### src/rtl/memory_master_pkg.sv
// memory_master_pkg: shared definitions for the memory_master CPU-to-RAM
// bridge. Holds the CPU op codes, the controller state encoding and the
// default RMW write-data timeout.
package memory_master_pkg;

  localparam int unsigned TIMEOUT_DEFAULT = 255;

  typedef enum logic [1:0] {
    OP_READ  = 2'b00,
    OP_WRITE = 2'b01,
    OP_RMW   = 2'b10,
    OP_RSVD  = 2'b11
  } op_e;

  typedef enum logic [2:0] {
    S_IDLE,
    S_READ,
    S_WRITE,
    S_RMW_READ,
    S_RMW_HOLD,
    S_RMW_WRITE,
    S_DONE,
    S_ERR
  } state_e;

endpackage

### src/rtl/memory_master.sv
// memory_master: single-request bridge between a CPU request port and a
// synchronous-write / combinational-read RAM. Supports word/byte READ,
// WRITE and a split read-modify-write whose write phase waits for
// cpu_wvalid for at most TIMEOUT cycles.
//
// Ports
//   clk, rst_n          clock, asynchronous active-low reset
//   cpu_req/cpu_ready   request handshake (accepted only in IDLE)
//   cpu_op, cpu_byte    operation and access width
//   cpu_addr, cpu_wdata byte address, write data (bytes use [7:0])
//   cpu_wvalid          RMW write-phase data valid
//   cpu_done, cpu_err   one-cycle completion pulse and its error qualifier
//   cpu_rdata           captured read data, held until the next capture
//   mem_addr, mem_we, mem_bytew, mem_wdata  registered RAM controls
//   mem_rdata           combinational RAM read data
module memory_master
  import memory_master_pkg::*;
#(
  parameter int unsigned TIMEOUT = TIMEOUT_DEFAULT
) (
  input  logic        clk,
  input  logic        rst_n,
  input  logic        cpu_req,
  output logic        cpu_ready,
  input  logic [1:0]  cpu_op,
  input  logic        cpu_byte,
  input  logic [15:0] cpu_addr,
  input  logic [15:0] cpu_wdata,
  input  logic        cpu_wvalid,
  output logic        cpu_done,
  output logic        cpu_err,
  output logic [15:0] cpu_rdata,
  output logic [15:0] mem_addr,
  output logic        mem_we,
  output logic        mem_bytew,
  output logic [15:0] mem_wdata,
  input  logic [15:0] mem_rdata
);

  // Hold-cycle counter covers 0..TIMEOUT-1: RMW_HOLD lasts at most TIMEOUT
  // cycles, and cpu_wvalid on the final hold edge still beats the timeout.
  localparam int unsigned   CW       = (TIMEOUT > 1) ? $clog2(TIMEOUT) : 1;
  localparam logic [CW-1:0] CNT_LAST = CW'(TIMEOUT - 1);

  state_e        state_q, state_d;
  logic [CW-1:0] cnt_q;
  logic          accept;
  logic          bad_req;

  assign accept  = (state_q == S_IDLE) && cpu_req;
  assign bad_req = (!cpu_byte && cpu_addr[0]) || (op_e'(cpu_op) == OP_RSVD);

  always_comb begin
    state_d = state_q;
    unique case (state_q)
      S_IDLE: begin
        if (cpu_req) begin
          if (bad_req) begin
            state_d = S_ERR;
          end else begin
            unique case (op_e'(cpu_op))
              OP_READ:  state_d = S_READ;
              OP_WRITE: state_d = S_WRITE;
              default:  state_d = S_RMW_READ;
            endcase
          end
        end
      end
      S_READ, S_WRITE: state_d = S_DONE;
      S_RMW_READ:      state_d = S_RMW_HOLD;
      S_RMW_HOLD: begin
        if (cpu_wvalid) begin
          state_d = S_RMW_WRITE;
        end else if (cnt_q == CNT_LAST) begin
          state_d = S_ERR;
        end
      end
      S_RMW_WRITE:     state_d = S_DONE;
      S_DONE, S_ERR:   state_d = S_IDLE;
      default:         state_d = S_IDLE;
    endcase
  end

  // Handshake/strobe outputs are registered from the next state so that
  // they line up with the state they describe and clear asynchronously.
  always_ff @(posedge clk or negedge rst_n) begin
    if (!rst_n) begin
      state_q   <= S_IDLE;
      cnt_q     <= '0;
      cpu_ready <= 1'b1;
      cpu_done  <= 1'b0;
      cpu_err   <= 1'b0;
      cpu_rdata <= '0;
      mem_addr  <= '0;
      mem_we    <= 1'b0;
      mem_bytew <= 1'b0;
      mem_wdata <= '0;
    end else begin
      state_q   <= state_d;
      cpu_ready <= (state_d == S_IDLE);
      // RMW reports its read half as soon as the data is captured.
      cpu_done  <= (state_d == S_DONE) || (state_d == S_ERR) ||
                   (state_q == S_RMW_READ);
      cpu_err   <= (state_d == S_ERR);
      mem_we    <= (state_d == S_WRITE) || (state_d == S_RMW_WRITE);

      if (accept) begin
        mem_addr  <= cpu_addr;
        mem_bytew <= cpu_byte;
        mem_wdata <= cpu_wdata;
      end

      if ((state_q == S_READ) || (state_q == S_RMW_READ)) begin
        cpu_rdata <= mem_bytew ? {8'h00, mem_rdata[7:0]} : mem_rdata;
      end

      if ((state_q == S_RMW_HOLD) && cpu_wvalid) begin
        mem_wdata <= cpu_wdata;
      end

      if (state_q == S_RMW_HOLD) begin
        cnt_q <= cnt_q + CW'(1);
      end else begin
        cnt_q <= '0;
      end
    end
  end

endmodule

### config.mk
export PLATFORM = sky130hd
export DESIGN_NAME = memory_master
export DESIGN_NICKNAME = d
export VERILOG_FILES = /design/src/rtl/memory_master_pkg.sv /design/src/rtl/memory_master.sv
export SDC_FILE = /design/constraint.sdc
export NUM_CORES = 1
export LEC_CHECK = 0
export ABC_AREA = 1
export CAP_MARGIN = 20
export CORE_ASPECT_RATIO = 1.25
export CORE_MARGIN = 4
export CORE_UTILIZATION = 46
export DETAILED_ROUTE_END_ITERATION = 10
export PLACE_DENSITY = 0.85
export SLEW_MARGIN = 10
export SYNTH_ARGS = -nofsm -noshare
export SYNTH_HDL_FRONTEND = slang
export SYNTH_SLANG_ARGS = --single-unit
### constraint.sdc
create_clock -name clk -period 2.85 [get_ports clk]
set_clock_uncertainty 0.15 [all_clocks]
set_input_delay 0.57 -clock clk [delete_from_list [all_inputs] [get_ports clk]]
set_output_delay 0.57 -clock clk [all_outputs]
set_load 0.03 [all_outputs]
==> results of run 1 <==
kinds of logic (layout without fill, tap and decap cells):
kind of cell               after synthesis  in the layout
xor gates and xnor gates                 1              1
and+or+nand+nor                        186            186
buffers and inverters                   24            142
DFF                                     64             64
AOI/OAI and AO/OA                       22             22
adders and majority gates                2              2
layer usage:
layer	track usage, %	vias to the layer above
li1	-	1159
met1	23.7	1077
met2	32.1	91
met3	6.19	9
met4	8.16	0
met5	0	-
Yosys cell counts:
cell	n	area, sq um
sky130_fd_sc_hd__nor2_2	1	6.26
sky130_fd_sc_hd__nor3_1	2	10.0
sky130_fd_sc_hd__a21oi_2	1	8.76
sky130_fd_sc_hd__nand3_4	1	17.5
sky130_fd_sc_hd__a21oi_1	5	25.0
sky130_fd_sc_hd__o21ai_0	14	70.1
sky130_fd_sc_hd__buf_6	1	11.3
sky130_fd_sc_hd__nand2_2	2	12.5
sky130_fd_sc_hd__buf_4	1	7.51
sky130_fd_sc_hd__nand2_1	140	526
sky130_fd_sc_hd__buf_2	6	30.0
sky130_fd_sc_hd__nand2_4	3	33.8
sky130_fd_sc_hd__nor2_1	15	56.3
sky130_fd_sc_hd__dfrtp_1	63	1580
sky130_fd_sc_hd__xor2_1	1	8.76
sky130_fd_sc_hd__dfstp_2	1	26.3
sky130_fd_sc_hd__inv_2	1	3.75
sky130_fd_sc_hd__inv_4	2	12.5
sky130_fd_sc_hd__ha_1	2	25.0
sky130_fd_sc_hd__o21ai_1	1	5.00
sky130_fd_sc_hd__nor2_4	1	11.3
sky130_fd_sc_hd__o21a_1	1	7.51
sky130_fd_sc_hd__nand3_1	21	105
sky130_fd_sc_hd__inv_1	13	48.8
metrics by stage:
stage,hold slack (ps),setup slack (ps)
3_5_place_dp,314,676
5_1_grt,164,558
2_1_floorplan,124,1470
6_report,118,601
3_3_place_gp,310,715
4_1_cts,130,578
worst paths after layout:
path	end	slack, ps	depth (start not counted)
setup / recovery	cpu_ready	600	1
hold / removal	state_q[1]	120	1
setup reg to reg	mem_wdata[9]	1180	6
hold reg to reg	mem_addr[6]	330	2
max in group asynchronous	cpu_ready	1760	2
min in group clk	mem_addr[6]	330	2
registers in the layout, indices dropped and copies added (netlist names):
register / count
mem_wdata: 16
cpu_ready: 1
cpu_rdata: 16
mem_addr: 16
cpu_done: 1
mem_bytew: 1
state_q: 3
mem_we: 1
cnt_q: 8
cpu_err: 1
report_power, final:
| part | switching, mW | total (mW) | internal, mW |
|---|---|---|---|
| logic | 1.39 | 2.30 | 0.911 |
| clock network | 0.322 | 0.754 | 0.432 |
| registers | 0.228 | 1.52 | 1.29 |
area by class of cell:
cell class	instances	share of cell area, %
Timing Repair Buffer	110	27.7
Sequential cell	64	40.3
Clock buffer	14	4.84
Tap cell	64	2.01
Clock inverter	2	0.251
Multi-Input combinational cell	211	23.3
Inverter	16	1.63
==> metrics list, run 1 <==
* Outcome: finished clean
- Data on the critical path arrives at its endpoint at 1530 ps.
* Die W: 75.8 um
* Total non-filler cell area in the finished layout: 3980 sq um
- Post-DP HPWL: about 4800 um
- Via count of the first global-routing pass: about 2.3k
- In the detailed route, the total length drawn on met2 is 3360 um.
- For this run, the post-layout net count is 469.
* GRT Residual Overflow: 0
- Grouping stages by cell kind, the critical path spends the most delay in buffers and inverters.
* Count of hold buffers inserted by post-cts repair: 0
- Die Area: 7040 sq um
* Root buf cell: sky130_fd_sc_hd__clkbuf_8
- Fraction of synthesized cell area in xor and xnor cells: less than 1%
- Final cell count without fillers: slightly below 500
- Global-route wire length before repair: 10,600 um
- Clock Tree Buf Depth: 2
* Synth Area in Compound Gates: 4.40%
- Reg2reg start: state_q[0]
- Summing the areas of all fa, ha and maj instances in the mapped netlist gives 0.946% of the synthesized area.
- The worst setup path is launched from a flop.
- Register bit total from synthesis: 64
* Row count: 30
* Commonest cells after routing, fill and taps aside: sky130_fd_sc_hd__nand2_1 (140), sky130_fd_sc_hd__clkdlybuf4s50_1 (106), sky130_fd_sc_hd__dfrtp_1 (63), sky130_fd_sc_hd__nand3_1 (21), sky130_fd_sc_hd__nor2_1 (15)
- Detailed-routed wire length on met3: ~580 um
- Post-layout total power: 4.58 mW
* Final TNS setup: 0 ps
* Layout Utilization: 72.1%
- Dividing the synthesized area by the synthesized cell count gives 8.85 sq um.
- The number of antenna diodes in the final layout is 0.
- Total leakage power: 1.95 nW
- After synthesis, the largest family of logic cells by area is simple AND/OR/NAND/NOR gates.
- In the final routing, the length of wire on met1 measures 2480 um.
* Initial detailed-routing violation count: 149
* Post-CTS resize count: 0
- For this design the ratio of total power to cell area is ~1200 nW/um^2.
- Chain of cells forming the critical path: clkdlybuf4s50_1
* HP Class: in -> async
- Clock tree synthesis inserted a total of 9 buffers.
- Clk Latency, worst-skew pair: 330 ps
* Core region area: ~5500 sq um
- After detailed placement, the total cell area comes to 3780 sq um.
- Pin placement for this block handled roughly 110 I/O pins.
- CP peak stage delay: 680 ps
- Area of the multi-input gates: 928 sq um
- In the routed design, unresolved DRC markers number 0.
- The synthesized netlist devotes 29.4% of its cell area to simple gates.
- The detail route stage leaves a number of antenna-violating nets equal to 0.
- The count of pins over their slew limit is 0.
- CTS H-tree lvls: 3
- From bottom edge to top edge, the die measures 92.8 um.
* Achievable clock frequency: around 440 MHz
- Share of the yosys chip area belonging to registers: around three fifths
* Sinks on Clock Net: 64
- Max-Cap Viols: 0
- Number of port buffers: 107
- Area growth from synthesis to final layout: 50.5%
- Setup repair after global routing left no endpoint under its margin.
* Worst Path Buf+Inv: 1
- Routed Wire Length: 6540 um
- Minimum clock period after layout: 2250 ps
* Setup Fix Bufs, Post-CTS: 0
- Placed cell count: approximately 470
* Normalized max-slew margin: 56.3%
- Using the TritonRoute via totals, the vias-per-cell ratio works out to 4.86.
- Number of endpoints with negative hold slack in the final report: 0
* Synthesized area: 2650 sq um
- The worst setup path is of the reg -> out kind.
* First-pass iteration count of the detailed router: 4
- DR top layer: met4
- IR analysis of the VDD net gives a maximum drop of 0.585 mV.
* Reg clk slew, reported paths: around 70 ps
- The worst setup path is captured at an output pin.
- Most common cell after layout, fill and taps aside: sky130_fd_sc_hd__nand2_1
* Mux contribution to synthesized area: 0%
- After synthesis, the netlist uses 24 different library cells.
- Filler Cell Count: 429
* Largest driver fanout on the critical path: 1
- Count of warnings emitted by yosys: 0
- Pin count of the biggest net entering global routing: 37
- For this block, the via count after detailed routing is 2,336.
- In the final layout, the share of cells above drive strength 1 is under 10%.
* Starting density of the core: 47.9%
* Post-route clock period utilization: between 70% and 80%
- Critical path's slowest cell: sky130_fd_sc_hd__clkdlybuf4s50_1
- Worst endpoint required time: 2130 ps
- Across the whole layout, storage elements account for 1600 sq um.
* Number of antenna violations at the first check in global routing: 0
- Post-DR wirelength/cell: 13.6 um
* Global-route total usage across every layer: between 15 and 20%
- Cell count after synthesis: 299
- Tracing the worst setup path back leads to its startpoint at cpu_ready.
- TritonCTS built the clock tree.
- Routability cong.: slightly above 0.8
* Total nets after synthesis: 356
- Setup violations remaining at the end of the flow were counted as 0.
- At the pin with the least slew margin, the transition time is 655 ps.
(Power assumes the default switching activity.)
==> run 2, diff against run 1 <==
Settings changed: CORE_UTILIZATION 46 to 39, PLACE_DENSITY 0.85 to 0.77.
Clock period 2.85 ns to 1.9 ns, I/O delays scaled along.
==> metrics list, run 2 (synthesis gave the netlist of run 1 again) <==
- The run finished with clean final reports.
* Number of CTS-inserted buffers: 9
- Routed Wire Length: 6570 um
- Reg clk slew, reported paths: around 70 ps
- The initial utilization of the core area, before any placement, comes to 40.3%.
- Worst hold slack across all endpoints: 328 ps
- Total leakage power: ~2.2 nW
- Clock Tree Buf Depth: 2
- Clk Latency, worst-skew pair: roughly 330 ps
* CTS H-tree lvls: 3
* Least-Margin Pin Slew: roughly 350 ps
- Along the worst path, the maximum fanout reaches 1.
- The count of pins over their slew limit came to 0.
- Once detail routing completed, the nets flagged for antenna violations numbered 0.
* Post-route clock period utilization: slightly below 100%
- Port buffering added 107 buffers.
- Global routing consumed, over all layers together, 16.7% of the routing resources.
- Entering global routing, the biggest net connects 65 pins.
* Die W: around 80 um
- Total non-filler cell area in the finished layout: 4000 sq um
- For this design the ratio of total power to cell area is approximately 1600 nW/um^2.
* Die outline height: approximately 100 um
- Detailed-route vias per instance: 4.65
- The repair_antennas step left the layout with diodes totalling 0.
* Chain of cells forming the critical path: clkdlybuf4s50_1
- The top cell types in the final layout, fill and taps aside, are sky130_fd_sc_hd__nand2_1 (140), sky130_fd_sc_hd__dfrtp_1 (63), sky130_fd_sc_hd__clkdlybuf4s50_1 (54), sky130_fd_sc_hd__dlygate4sd2_1 (41), sky130_fd_sc_hd__nand3_1 (21).
* Area post-placement: about 3800 sq um
- The post-route netlist has 8.10% of its cells at a drive strength greater than 1.
- Among cell families on the critical path, the largest total delay comes from buffers and inverters.
- The path class of the tightest hold or removal check is reg -> reg.
- The worst hold path passes through 2 cells.
* Normalized max-slew margin: 76.9%
* Minimum clock period after layout: 1860 ps
* Type of the worst setup path: reg -> out
- TritonCTS clock tree: yes
- The worst-case IR drop observed on VDD is around 0.9 mV.
- The congestion estimate from routability-driven global placement came to around 0.82.
* Global-route wire length before repair: 10,400 um
* Post-DR wirelength/cell: 13.0 um
- For this run, the top clock speed supported by timing is 539 MHz.
- Number of antenna violations at the first check in global routing: 0
- Biggest registers after layout: cpu_rdata x16, mem_addr x16, mem_wdata x16
- Overall power consumption after layout is estimated at roughly 6.5 mW.
* Row count: 33
* Most common cell after layout, fill and taps aside: sky130_fd_sc_hd__nand2_1
- Core region area: 6570 sq um
* Worst Path Buf+Inv: 1
- Fin nets: roughly 470
* DRC violations left: 0
- Sinks on Clock Net: 64
- Setup violation total in the final timing report: 0
- Detailed routing inserted a total of 2,360 vias.
* Area growth from synthesis to final layout: 51.3%
- CP peak stage delay: between 600 and 700 ps
* Max-Cap Viols: 0
- For this run the aggregate overflow at the end of global routing stands at 0.
- Setup repair after global routing left no endpoint under its margin.
- Once detailed placement completed, the half-perimeter wirelength came to 4720 um.
- The worst setup path is launched from a flop.
- The slowest stage of the critical path is the sky130_fd_sc_hd__clkdlybuf4s50_1 cell.
- The number of global-route vias before repair was 2,321.
* Depth of the most critical reg-to-reg path: 7
- The detailed router finished its first iteration with 92 violations.
- Final TNS setup: 0 ps
- STA puts the critical path data required time at between 1000 and 1500 ps.
* Number of ports placed on the die boundary: 108
- Root buf cell: sky130_fd_sc_hd__clkbuf_8
* Worst setup slack after placement: between 100 and 150 ps
- Setup Fix Bufs, Post-CTS: 0
- Post-layout worst setup margin: ~44 ps
- Number of endpoints with negative hold slack in the final report: 0
- For this run, the detailed router's first-pass iteration total came to 6.
- In this run the number of cells on the critical path is 1.
- The die covers 8170 sq um.
- Type of destination of the critical path: output pin
- WP data arrival: about 1300 ps
## run 2: power by group
group / leakage, nW / internal (mW) / switching (mW)
Clock: 0.0989 / 0.628 / 0.484
Sequential: 0.808 / 1.94 / 0.320
Combinational: 1.29 / 1.09 / 2.07
## run 2: per-stage QoR
step	util (%)	cells
4_1_cts	60.5	507
3_3_place_gp	58.3	491
2_1_floorplan	-	299
6_report	60.9	507
3_5_place_dp	58.3	491
5_1_grt	60.9	507
## run 2: path summary, 6_finish.rpt
check,from,to,slack [ps]
max,cpu_done,cpu_done,40
min in group asynchronous,rst_n,cnt_q[0],440
min reg2reg,mem_addr[6],mem_addr[6],330
max in group asynchronous,rst_n,cpu_ready,860
min,mem_addr[6],mem_addr[6],330
max reg2reg,state_q[0],mem_wdata[8],340
## run 2: layer usage
metal  up-vias  wire length (um)  track usage [%]
met5         -                 0                0
met3        12               485             4.67
met1      1084              2700             19.6
met2        89              3220             27.4
li1       1175                 -                -
met4         0               158             8.70
## run 2: layout make-up
class,count,area (sq um)
timing repair buffer,114,1110
sequential,64,1600
clock inverter,4,45.0
multi-input combinational,211,928
inverter,16,65.1
tap,87,109
fill,581,2560
clock buffer,11,141
## run 2: repair_timing
action | 4_1_cts | 5_1_grt
hold endpoints to repair | 63 | 0
setup endpoints to repair | 41 | 11
pin swaps | 0 | 0
hold buffers | 1 | 0
resized for setup | 41 | 11
==> run 3, diff against run 2 <==
Settings changed: HOLD_SLACK_MARGIN set to 0.15.
==> results of run 3 <==
Same layout as run 2: the final DEF is identical, and so are final timing and power.
